### config.mk
export PLATFORM = sky130hd
export DESIGN_NAME = encoder_pend
export DESIGN_NICKNAME = d
export VERILOG_FILES = /design/src/rtl/encoder_pkg.sv /design/src/rtl/encoder_pend_prio_sel.sv /design/src/rtl/encoder_pend.sv
export SDC_FILE = /design/constraint.sdc
export NUM_CORES = 1
export LEC_CHECK = 0
export ABC_AREA = 1
export CORE_UTILIZATION = 47
export DETAILED_ROUTE_END_ITERATION = 10
export GPL_ROUTABILITY_DRIVEN = 0
export HOLD_SLACK_MARGIN = 0.1
export PLACE_DENSITY = 0.82
export SYNTH_ARGS = -nofsm -noshare
export SYNTH_HDL_FRONTEND = slang
export SYNTH_HIERARCHICAL = 1
export SYNTH_SLANG_ARGS = --single-unit
export TNS_END_PERCENT = 1
### constraint.sdc
create_clock -name iClk -period 2.65 [get_ports iClk]
set_input_delay 0.53 -clock iClk [delete_from_list [all_inputs] [get_ports iClk]]
set_output_delay 0.53 -clock iClk [all_outputs]
set_load 0.05 [all_outputs]
### src/rtl/encoder_pkg.sv
// Shared types and helpers for the pending-set priority encoder.
package encoder_pkg;

    typedef enum logic {
        ST_EMPTY = 1'b0,
        ST_HOLD  = 1'b1
    } state_e;

    // Index width that never collapses to zero, even for tiny vectors.
    function automatic int clog2_min1(input int n);
        int r;
        r = (n <= 2) ? 1 : $clog2(n);
        return r;
    endfunction

endpackage

### src/rtl/encoder_pend_prio_sel.sv
// Combinational highest-bit selector used by encoder_pend.
// Produces the index of the highest set bit and a one-hot mask of that bit.
module prio_sel
    import encoder_pkg::*;
#(
    parameter int WIDTH = 8,
    parameter int IDX_W = clog2_min1(WIDTH)
) (
    input  logic [WIDTH-1:0] vec_i,
    output logic             any_o,
    output logic [IDX_W-1:0] idx_o,
    output logic [WIDTH-1:0] onehot_o
);

    // Scan upward so the last (highest) set bit wins.
    always_comb begin
        any_o    = 1'b0;
        idx_o    = '0;
        onehot_o = '0;
        for (int i = 0; i < WIDTH; i++) begin
            if (vec_i[i]) begin
                any_o       = 1'b1;
                idx_o       = IDX_W'(i);
                onehot_o    = '0;
                onehot_o[i] = 1'b1;
            end
        end
    end

endmodule

### src/rtl/encoder_pend.sv
// Registered priority encoder with a pending request set.
// Request pulses are merged into a pending set; one index at a time is
// offered through a valid/ready handshake, highest bit first.
// Optional multi-hot sample flag on oErr: define ENCODER_ONEHOT_CHECK_EN.
module encoder_pend
    import encoder_pkg::*;
#(
    parameter int WIDTH = 8,
    localparam int IDX_W = clog2_min1(WIDTH)
) (
    input  logic             iClk,
    input  logic             iRst,
    input  logic [WIDTH-1:0] iData,
    input  logic             iReady,
    output logic             oValid,
    output logic [IDX_W-1:0] oData,
    output logic [WIDTH-1:0] oPending,
    output logic             oErr
);

    state_e           state_q, state_d;
    logic [WIDTH-1:0] pend_q, pend_d;
    logic [IDX_W-1:0] data_q, data_d;
    logic [WIDTH-1:0] merged;
    logic             sel_any;
    logic [IDX_W-1:0] sel_idx;
    logic [WIDTH-1:0] sel_onehot;
    logic             load;

    // New requests join the pending set before selection, so a request
    // arriving in a transfer cycle competes in that same selection.
    assign merged = pend_q | iData;

    // The output register may only be refilled when empty or being drained.
    assign load = (state_q == ST_EMPTY) || iReady;

    prio_sel #(
        .WIDTH (WIDTH),
        .IDX_W (IDX_W)
    ) u_sel (
        .vec_i    (merged),
        .any_o    (sel_any),
        .idx_o    (sel_idx),
        .onehot_o (sel_onehot)
    );

    // FSM state register.
    always_ff @(posedge iClk) begin
        if (iRst) begin
            state_q <= ST_EMPTY;
        end else begin
            state_q <= state_d;
        end
    end

    // FSM next state: on every load, hold exactly when something is left to grant.
    always_comb begin
        state_d = state_q;
        if (load) begin
            state_d = sel_any ? ST_HOLD : ST_EMPTY;
        end
    end

    // FSM outputs.
    always_comb begin
        oValid = (state_q == ST_HOLD);
    end

    // Next pending set and output index; the granted bit leaves the pending set.
    always_comb begin
        pend_d = merged;
        data_d = data_q;
        if (load && sel_any) begin
            data_d = sel_idx;
            pend_d = merged & ~sel_onehot;
        end
    end

    // Pending set and output index registers.
    always_ff @(posedge iClk) begin
        if (iRst) begin
            pend_q <= '0;
            data_q <= '0;
        end else begin
            pend_q <= pend_d;
            data_q <= data_d;
        end
    end

    assign oData    = data_q;
    assign oPending = pend_q;

`ifdef ENCODER_ONEHOT_CHECK_EN
    logic err_q;
    logic multi_hot;

    // Clearing the lowest set bit leaves something only if two or more were set.
    assign multi_hot = |(iData & (iData - WIDTH'(1)));

    // One-cycle flag after any multi-hot request sample.
    always_ff @(posedge iClk) begin
        if (iRst) begin
            err_q <= 1'b0;
        end else begin
            err_q <= multi_hot;
        end
    end

    assign oErr = err_q;
`else
    assign oErr = 1'b0;
`endif

endmodule

==> flow_metrics.tcl, run 1 <==
set metrics [dict create \
    status "completed" \
    power.internal_w 0.000300 \
    worstPathMaxFanout 2 \
    grt_pass1_wl_um 2200 \
    power_leakage_nw 0.505 \
    grt_pass1_vias 583 \
    power_frac_seq_pct 43.6 \
    worst_slack_ps 712 \
    max_stage_delay_ps 800 \
    maxCapViolCount 0 \
    wl_per_cell_um 9.22 \
    pwr-share-clk_pct 23.3 \
    syn_inst 116 \
    ys_seq_area_share_pct 33.6 \
    skew_ps 3.88 \
    drt_iter0_drc 23 \
    post-place-ws_ps 614 \
    min_period_ps 1940 \
    routed_via_density 4.63 \
    vias 703 \
    synth_cell_type_count 18 \
    mappedNetlistArea_um2 716 \
    setup-violations-final 0 \
    drive_gt1_share_pct 8.76 \
    sw_frac_of_total_pct 34.8 \
    cts_tree "yes" \
    syn_nets 127 \
    period_share_pct 73.1 \
    hp-start "oData[2]" \
    firstDrtPassIters 4 \
    grt_max_degree 16 \
    startpoint "oValid" \
    final_cell_mix "nor2_1 (28), inv_1 (26), clkdlybuf4s50_1 (22)" \
    required_ps 2120 \
    ctsHoldBuffers 0 \
    crit_family "buffers and inverters" \
    slew_violations 0 \
    drc_errors 0 \
    cp_slowest_cell "clkdlybuf4s50_1" \
    clockBufferDepth 2 \
    syn_to_final_growth_pct 31.6 \
    cts_root_buf "clkbuf_4" \
    critPathArrivalTime_ps 1410 \
    clk_latency_ps 260 \
    port_buffers 22 \
    cp-end-kind "output pin" \
    rows 13 \
    hp-class "reg2reg" \
    clk_pin_slew_ps 70 \
    tns_ps 0 \
    path_class "reg2out" \
    ir_drop_mv 0.302 \
    cts_setup_buffers 0 \
    switchingPower_w 0.000160 \
    place_hpwl_um 1030 \
    antenna_found_initial 0 \
    insertedDiodeCount 0 \
    start_kind "register" \
    gr-total-overflow 0 \
    dieArea_um2 1680 \
    cts_max_level 1 \
    die-height_um 41.0 \
    critPathBufInv 1 \
    finalHoldViolations 0 \
    max_freq_ghz 0.516 \
    final.fill_count 127 \
    cts_made_buffers 3 \
    power_density_nw_per_um2 489 \
    wl_um 1400 \
    die_w_um 41.0 \
    grt_usage_pct 19.9 \
    fin_util_pct 69.0 \
    rsz0062_at_grt "no" \
    drtAntennaViolNets 0 \
    start_util_pct 52.4 \
    mostFrequentLayoutCell "nor2_1" \
    ios 24 \
    core_um2 1370 \
    ys_warn_count 6 \
    cts_resized 0 \
    path_cells "clkdlybuf4s50_1" \
    nNetsFinal 150 \
    syn_avg_cell_area_um2 6.17 \
    ys_seq_elements 12 \
    r2r-start "oPending[7]" \
    cts_sinks 12 \
    pwr-share-comb_pct 33.1 \
]
## cell type report
class / count / area [um^2] / area share, %
multi-input combinational: 72 / 332 / 35.2
sequential: 12 / 240 / 25.5
timing repair buffer: 23 / 228 / 24.2
inverter: 27 / 101 / 10.8
clock buffer: 3 / 22.5 / 2.39
tap: 15 / 18.8 / 1.99
## registers in the layout, indices dropped and copies added, names as in the netlist
register and count:
oData 3, oPending 8, oValid 1
## Yosys cell counts, drive strengths merged
cell	number	area, um^2
dfxtp	12	240
inv	27	101
nor2	30	128
buf	5	42.5
nand2	20	80.1
and3	1	6.26
o21ai	1	5.00
nand4	1	6.26
conb	1	3.75
nand3	13	70.1
a21oi	5	32.5
## kinds of logic after synthesis
kind of cell | share of synthesized area (%)
AND/OR/NAND/NOR | 40.6
other | 0.524
buffers and inverters | 20.1
flip-flops | 33.6
AO/OA/AOI/OAI | 5.24
## worst register-to-register path, cell delays in order (launching register included)
cell and delay (ps):
dfxtp_1 310, nor2_1 120, inv_1 130, nor2_4 190, nand4_1 130, buf_4 210
a21oi_1 150, nor2_1 60
## power by group through the flow
| stage | clock network, W | logic [W] | registers, W |
|---|---|---|---|
| 6_report | 0.000107 | 0.000152 | 0.000201 |
| 5_1_grt | 0.000122 | 0.000165 | 0.000203 |
| 4_1_cts | 0.000113 | 0.000152 | 0.000201 |
| 3_5_place_dp | 0 | 0.000151 | 0.000205 |
| 3_3_place_gp | 0 | 0.000149 | 0.000205 |
| 2_1_floorplan | 0 | 0.0000583 | 0.000254 |
## worst paths after layout
path                            endpoint  slack [ps]  cells after the start
worst min register to register  oData[2]         480                      2
worst max register to register  oData[0]        1250                      7
worst min-delay path            oData[2]         480                      2
worst max-delay path              oValid         710                      1
## per-layer routing
layer | track usage [%] | vias to the layer above | routed length, um
met2 | 32.0 | 25 | 683
li1 | - | 380 | -
met3 | 3.26 | 4 | 73
met1 | 24.6 | 294 | 633
met4 | 11.7 | 0 | 12
met5 | 0 | - | 0
## through the flow
| stage | power (W) | std cells | hold WS [ps] | area (um^2) |
|---|---|---|---|---|
| 6_report | 0.000460 | 152 | 484 | 942 |
| 5_1_grt | 0.000490 | 152 | 522 | 942 |
| 4_1_cts | 0.000467 | 152 | 495 | 942 |
| 3_5_place_dp | 0.000357 | 149 | 479 | 920 |
| 3_3_place_gp | 0.000354 | 149 | 466 | 920 |
| 2_1_floorplan | 0.000312 | 116 | 716 | 716 |
Note: power is estimated with default switching activity, not from simulation.
==> run 2: changes to the inputs <==
- CORE_UTILIZATION: 47 -> 44
- PLACE_DENSITY: 0.82 -> 0.78
- clock period: 2.65 -> 1.8 ns (I/O delays scaled with it)
==> run 2 against run 1 <==
Net effect: final cell count up 3.9%; clock power up 51%; critical path type is now in2reg; register-to-register slack worse by 790 ps; global-route usage down 2.9 points; clock skew down 2.0 ps; final area up 0.93%; critical path depth up 7; total power up 48%.
==> flow_metrics.tcl, run 2 (synthesis gave the netlist of run 1 again) <==
set metrics [dict create \
    grt_pass1_vias 602 \
    power_leakage_nw 0.545 \
    final.fill_count 150 \
    clk_pin_slew_ps 70 \
    ctsHoldBuffers 0 \
    cp_slowest_cell "clkdlybuf4s50_1" \
    switchingPower_w 0.000241 \
    power_frac_seq_pct 43.4 \
    core_um2 1510 \
    grt_pass1_wl_um 2320 \
    firstDrtPassIters 4 \
    path_cells "clkdlybuf4s50_1 -> nor2_1 -> inv_1 -> nor2_1 -> nand4_1 -> buf_4 -> a21oi_1 -> nor2_1" \
    max_freq_ghz 0.655 \
    drtAntennaViolNets 0 \
    grt_max_degree 16 \
    wl_met1_um 666 \
    place_hpwl_um 1060 \
    path_common_cell "nor2_1" \
    required_ps 1970 \
    fin_cells 158 \
    sw_frac_of_total_pct 35.3 \
    power_density_nw_per_um2 718 \
    cts_resized 0 \
    wl_met2_um 679 \
    rsz0062_at_grt "no" \
    dieArea_um2 1790 \
    die_w_um 42.3 \
    final_cell_mix "nor2_1 (28), inv_1 (26), nand2_1 (18), buf_4 (18)" \
    skew_ps 1.84 \
    gr-total-overflow 0 \
    cp-end-kind "register" \
    setup-violations-final 0 \
    cts_made_buffers 3 \
    clk_latency_ps 270 \
    worstPathMaxFanout 11 \
    rows 14 \
    wl_per_cell_um 8.95 \
    start_kind "input port" \
    status "completed" \
    nNetsFinal 155 \
    cts_tree "yes" \
    pwr-share-comb_pct 32.8 \
    grt_usage_pct 17.0 \
    largest_register_ffs 8 \
    maxCapViolCount 0 \
    wl_um 1410 \
    max_stage_delay_ps 400 \
    min_period_ps 1530 \
    drt_iter0_drc 12 \
    final_cell_area_um2 951 \
    finalHoldViolations 0 \
    power.total_w 0.000683 \
    start_util_pct 47.5 \
    highest_layer "met4" \
    ir_drop_mv 0.375 \
    wl_met3_um 61 \
    port_buffers 22 \
    syn_to_final_growth_pct 32.9 \
    cts_sinks 12 \
    path_class "in2reg" \
    routed_via_density 4.53 \
    period_share_pct 84.9 \
    drive_gt1_share_pct 20.4 \
    hp-class "reg2reg" \
    antenna_found_initial 0 \
    placed_cell_area_um2 928 \
    cts_setup_buffers 0 \
    mostFrequentLayoutCell "nor2_1" \
    dp_cells 155 \
    cts_max_level 1 \
    slew_violations 0 \
    pwr-share-clk_pct 23.7 \
    clockBufferDepth 2 \
    insertedDiodeCount 0 \
    die-height_um 42.3 \
    ios 24 \
    vias 715 \
    power.internal_w 0.000442 \
    cts_root_buf "clkbuf_4" \
    drc_errors 0 \
    critPathArrivalTime_ps 1690 \
]
[run 2: final cells by class]
| cell class | instances | area [um^2] | share of cell area [%] |
|---|---|---|---|
| sequential | 12 | 240 | 25.3 |
| timing repair buffer | 28 | 235 | 24.7 |
| inverter | 27 | 101 | 10.7 |
| clock buffer | 3 | 22.5 | 2.37 |
| multi-input combinational | 72 | 332 | 34.9 |
| tap | 16 | 20.0 | 2.11 |
[run 2: per-stage QoR]
stage               utilization [%]  hold WS (ps)  setup slack, ps  TNS (ps)
finish                         63.1           489              272         0
floorplan                         -           580              198         0
CTS                            63.1           491              275         0
global route                   63.1           517             90.0         0
detailed placement             61.6           472            -8.84     -8.84
global placement               61.6           466             63.2         0
[run 2: per-layer routing]
metal  vias up  track usage, %
li1        392               -
met1       300            19.3
met2        21            29.8
met3         2            2.59
met4         0            9.38
met5         -               0
[run 2: final timing paths]
path,slack [ps],endpoint,cells past startpoint,start
worst max-delay path,270,oData[0],8,iData[3]
worst min-delay path,490,oData[0],2,oData[0]
worst max register to register,460,oData[0],7,oPending[3]
worst min register to register,490,oData[0],2,oData[0]
[run 2: power by group through the flow]
stage          clock network (W)   logic, W  registers [W]
2_1_floorplan                  0  0.0000858       0.000373
3_3_place_gp                   0   0.000222       0.000302
3_5_place_dp                   0   0.000224       0.000303
4_1_cts                 0.000174   0.000225       0.000297
5_1_grt                 0.000180   0.000243       0.000299
6_report                0.000162   0.000224       0.000297
[run 2: critical path, delay by kind of cell]
family / cells / cell delay, ps
AO/OA/AOI/OAI: 1 / 160
buffers and inverters: 3 / 680
AND/OR/NAND/NOR: 4 / 480
==> run 3: changes to the inputs <==
- CORE_UTILIZATION: 44 -> 39
- PLACE_DENSITY: 0.78 -> 0.73
- clock period: 1.8 -> 1.3 ns (I/O delays scaled with it)
==> run 3 against run 2 <==
Net effect: total power is 72% higher; non-clock buffer count is 21 higher; largest power group is now combinational logic; highest routed layer unchanged; the flow now finishes with violations (setup timing); clock skew grew 8.8 ps.
==> flow_metrics.tcl, run 3 (synthesis gave the netlist of run 1 again) <==
set metrics [dict create \
    rows 15 \
    reg2regPathDepth 9 \
    drive_gt1_share_pct 46.3 \
    grt_max_degree 16 \
    cts_sinks 12 \
    power_density_nw_per_um2 858 \
    worstPathMaxFanout 2 \
    core_um2 1730 \
    grt_pass1_wl_um 2820 \
    placed_cell_area_um2 1210 \
    violations "setup timing" \
    required_ps 1500 \
    max_freq_ghz 0.719 \
    skew_ps 10.6 \
    cts_root_buf "clkbuf_4" \
    critPathArrivalTime_ps 1590 \
    path_common_cell "nand2_1" \
    maxCapViolCount 0 \
    wl_per_cell_um 11.2 \
    wl_um 2110 \
    startpoint "oPending[2]" \
    setup-violations-final 7 \
    clockBufferDepth 2 \
    port_buffers 22 \
    firstDrtPassIters 4 \
    path_class "reg2reg" \
    drc_errors 0 \
    start_util_pct 41.4 \
    hp-class "in2reg" \
    tns_ps -170 \
    cp_slowest_cell "dfxtp_4" \
    ir_drop_mv 0.614 \
    hold_depth 5 \
    max_stage_delay_ps 370 \
    path_cells "nor2_2 -> inv_2 -> buf_4 -> o21ai_0 -> nand2_1 -> inv_1 -> nand3_1 -> nand2_1 -> nor2_1" \
    syn_to_final_growth_pct 91.1 \
    grt_pass1_vias 701 \
    cts_made_buffers 3 \
    drt_iter0_drc 28 \
    fin_util_pct 79.2 \
    antenna_found_initial 0 \
    min_period_ps 1390 \
    vias 854 \
    r2r_slack_ps -90 \
    worst_slack_ps -91.8 \
    nNetsFinal 176 \
    rsz0062_at_grt "yes" \
    clk_latency_ps 290 \
    clk_pin_slew_ps 90 \
    cp-end-kind "register" \
    wl_met3_um 82 \
    hold-path-endpoint "oPending[1]" \
    period_share_pct 107 \
    r2r-start "oPending[2]" \
    start_kind "register" \
    hp-start "iData[1]" \
    place_hpwl_um 1150 \
    insertedDiodeCount 0 \
    routed_via_density 4.52 \
    ctsHoldBuffers 0 \
    cts_max_level 1 \
    cts_tree "yes" \
    drtAntennaViolNets 0 \
    final_cell_area_um2 1370 \
    dieArea_um2 2010 \
    final_cell_mix "buf_4 (26), inv_1 (20), nand2_1 (18), nor2_1 (18)" \
    wl_met2_um 1080 \
    ios 24 \
    rr_endpoint "oData[1]" \
    critPathBufInv 3 \
    post-place-ws_ps -351 \
    power_leakage_nw 0.745 \
    die_w_um 44.8 \
    status "complete, but fails checks" \
    gr-total-overflow 0 \
    die-height_um 44.8 \
    mostFrequentLayoutCell "buf_4" \
    finalHoldViolations 0 \
    slew_violations 0 \
    highest_layer "met4" \
    largest_register_ffs 8 \
    wl_met1_um 916 \
    grt_usage_pct 19.2 \
    crit_family "simple AND/OR/NAND/NOR gates" \
]
## run 3: where the power goes
part	internal (W)	leakage [nW]	switching (W)
clock	0.000119	0.0150	0.000153
combinational	0.000229	0.626	0.000238
sequential	0.000396	0.104	0.0000371
total	0.000744	0.745	0.000428
## run 3: routing by layer
| layer | global-route usage, % | vias to the layer above |
|---|---|---|
| li1 | - | 435 |
| met1 | 23.8 | 391 |
| met2 | 30.6 | 24 |
| met3 | 4.80 | 4 |
| met4 | 10.3 | 0 |
| met5 | 0 | - |
## run 3: layout make-up
| class | instances | area (um^2) |
|---|---|---|
| Timing Repair Buffer | 49 | 552 |
| Multi-Input combinational cell | 72 | 394 |
| Fill cell | 117 | 359 |
| Sequential cell | 12 | 263 |
| Inverter | 27 | 101 |
| Tap cell | 25 | 31.3 |
| Clock buffer | 4 | 26.3 |
## run 3: worst reg2reg max path: stages (launching register included)
cell	delay, ps
dfxtp_4	370
nor2_2	130
inv_2	80
buf_4	140
o21ai_0	220
nand2_1	90
inv_1	60
nand3_1	80
nand2_1	90
nor2_1	40
## run 3: what timing repair did
| action | in CTS | in global routing |
|---|---|---|
| resized for setup | 11 | 13 |
| cloned | 1 | 0 |
| setup buffers | 4 | 6 |
| setup endpoints to repair | 4 | 12 |
| pin swaps | 10 | 13 |
## run 3: worst max path at each step
stage          cells after the start  endpoint
5_1_grt                            9  oData[1]
2_1_floorplan                      7  oData[1]
4_1_cts                            8  oData[1]
6_report                           9  oData[1]
3_5_place_dp                       8  oData[2]
3_3_place_gp                       8  oData[0]
## run 3: metrics by stage
step           std cells  hold slack [ps]  total power [W]
2_1_floorplan        116              462         0.000646
3_3_place_gp         174              511         0.000846
3_5_place_dp         174              525         0.000853
4_1_cts              183              437          0.00112
5_1_grt              189              357          0.00121
6_report             189              317          0.00117
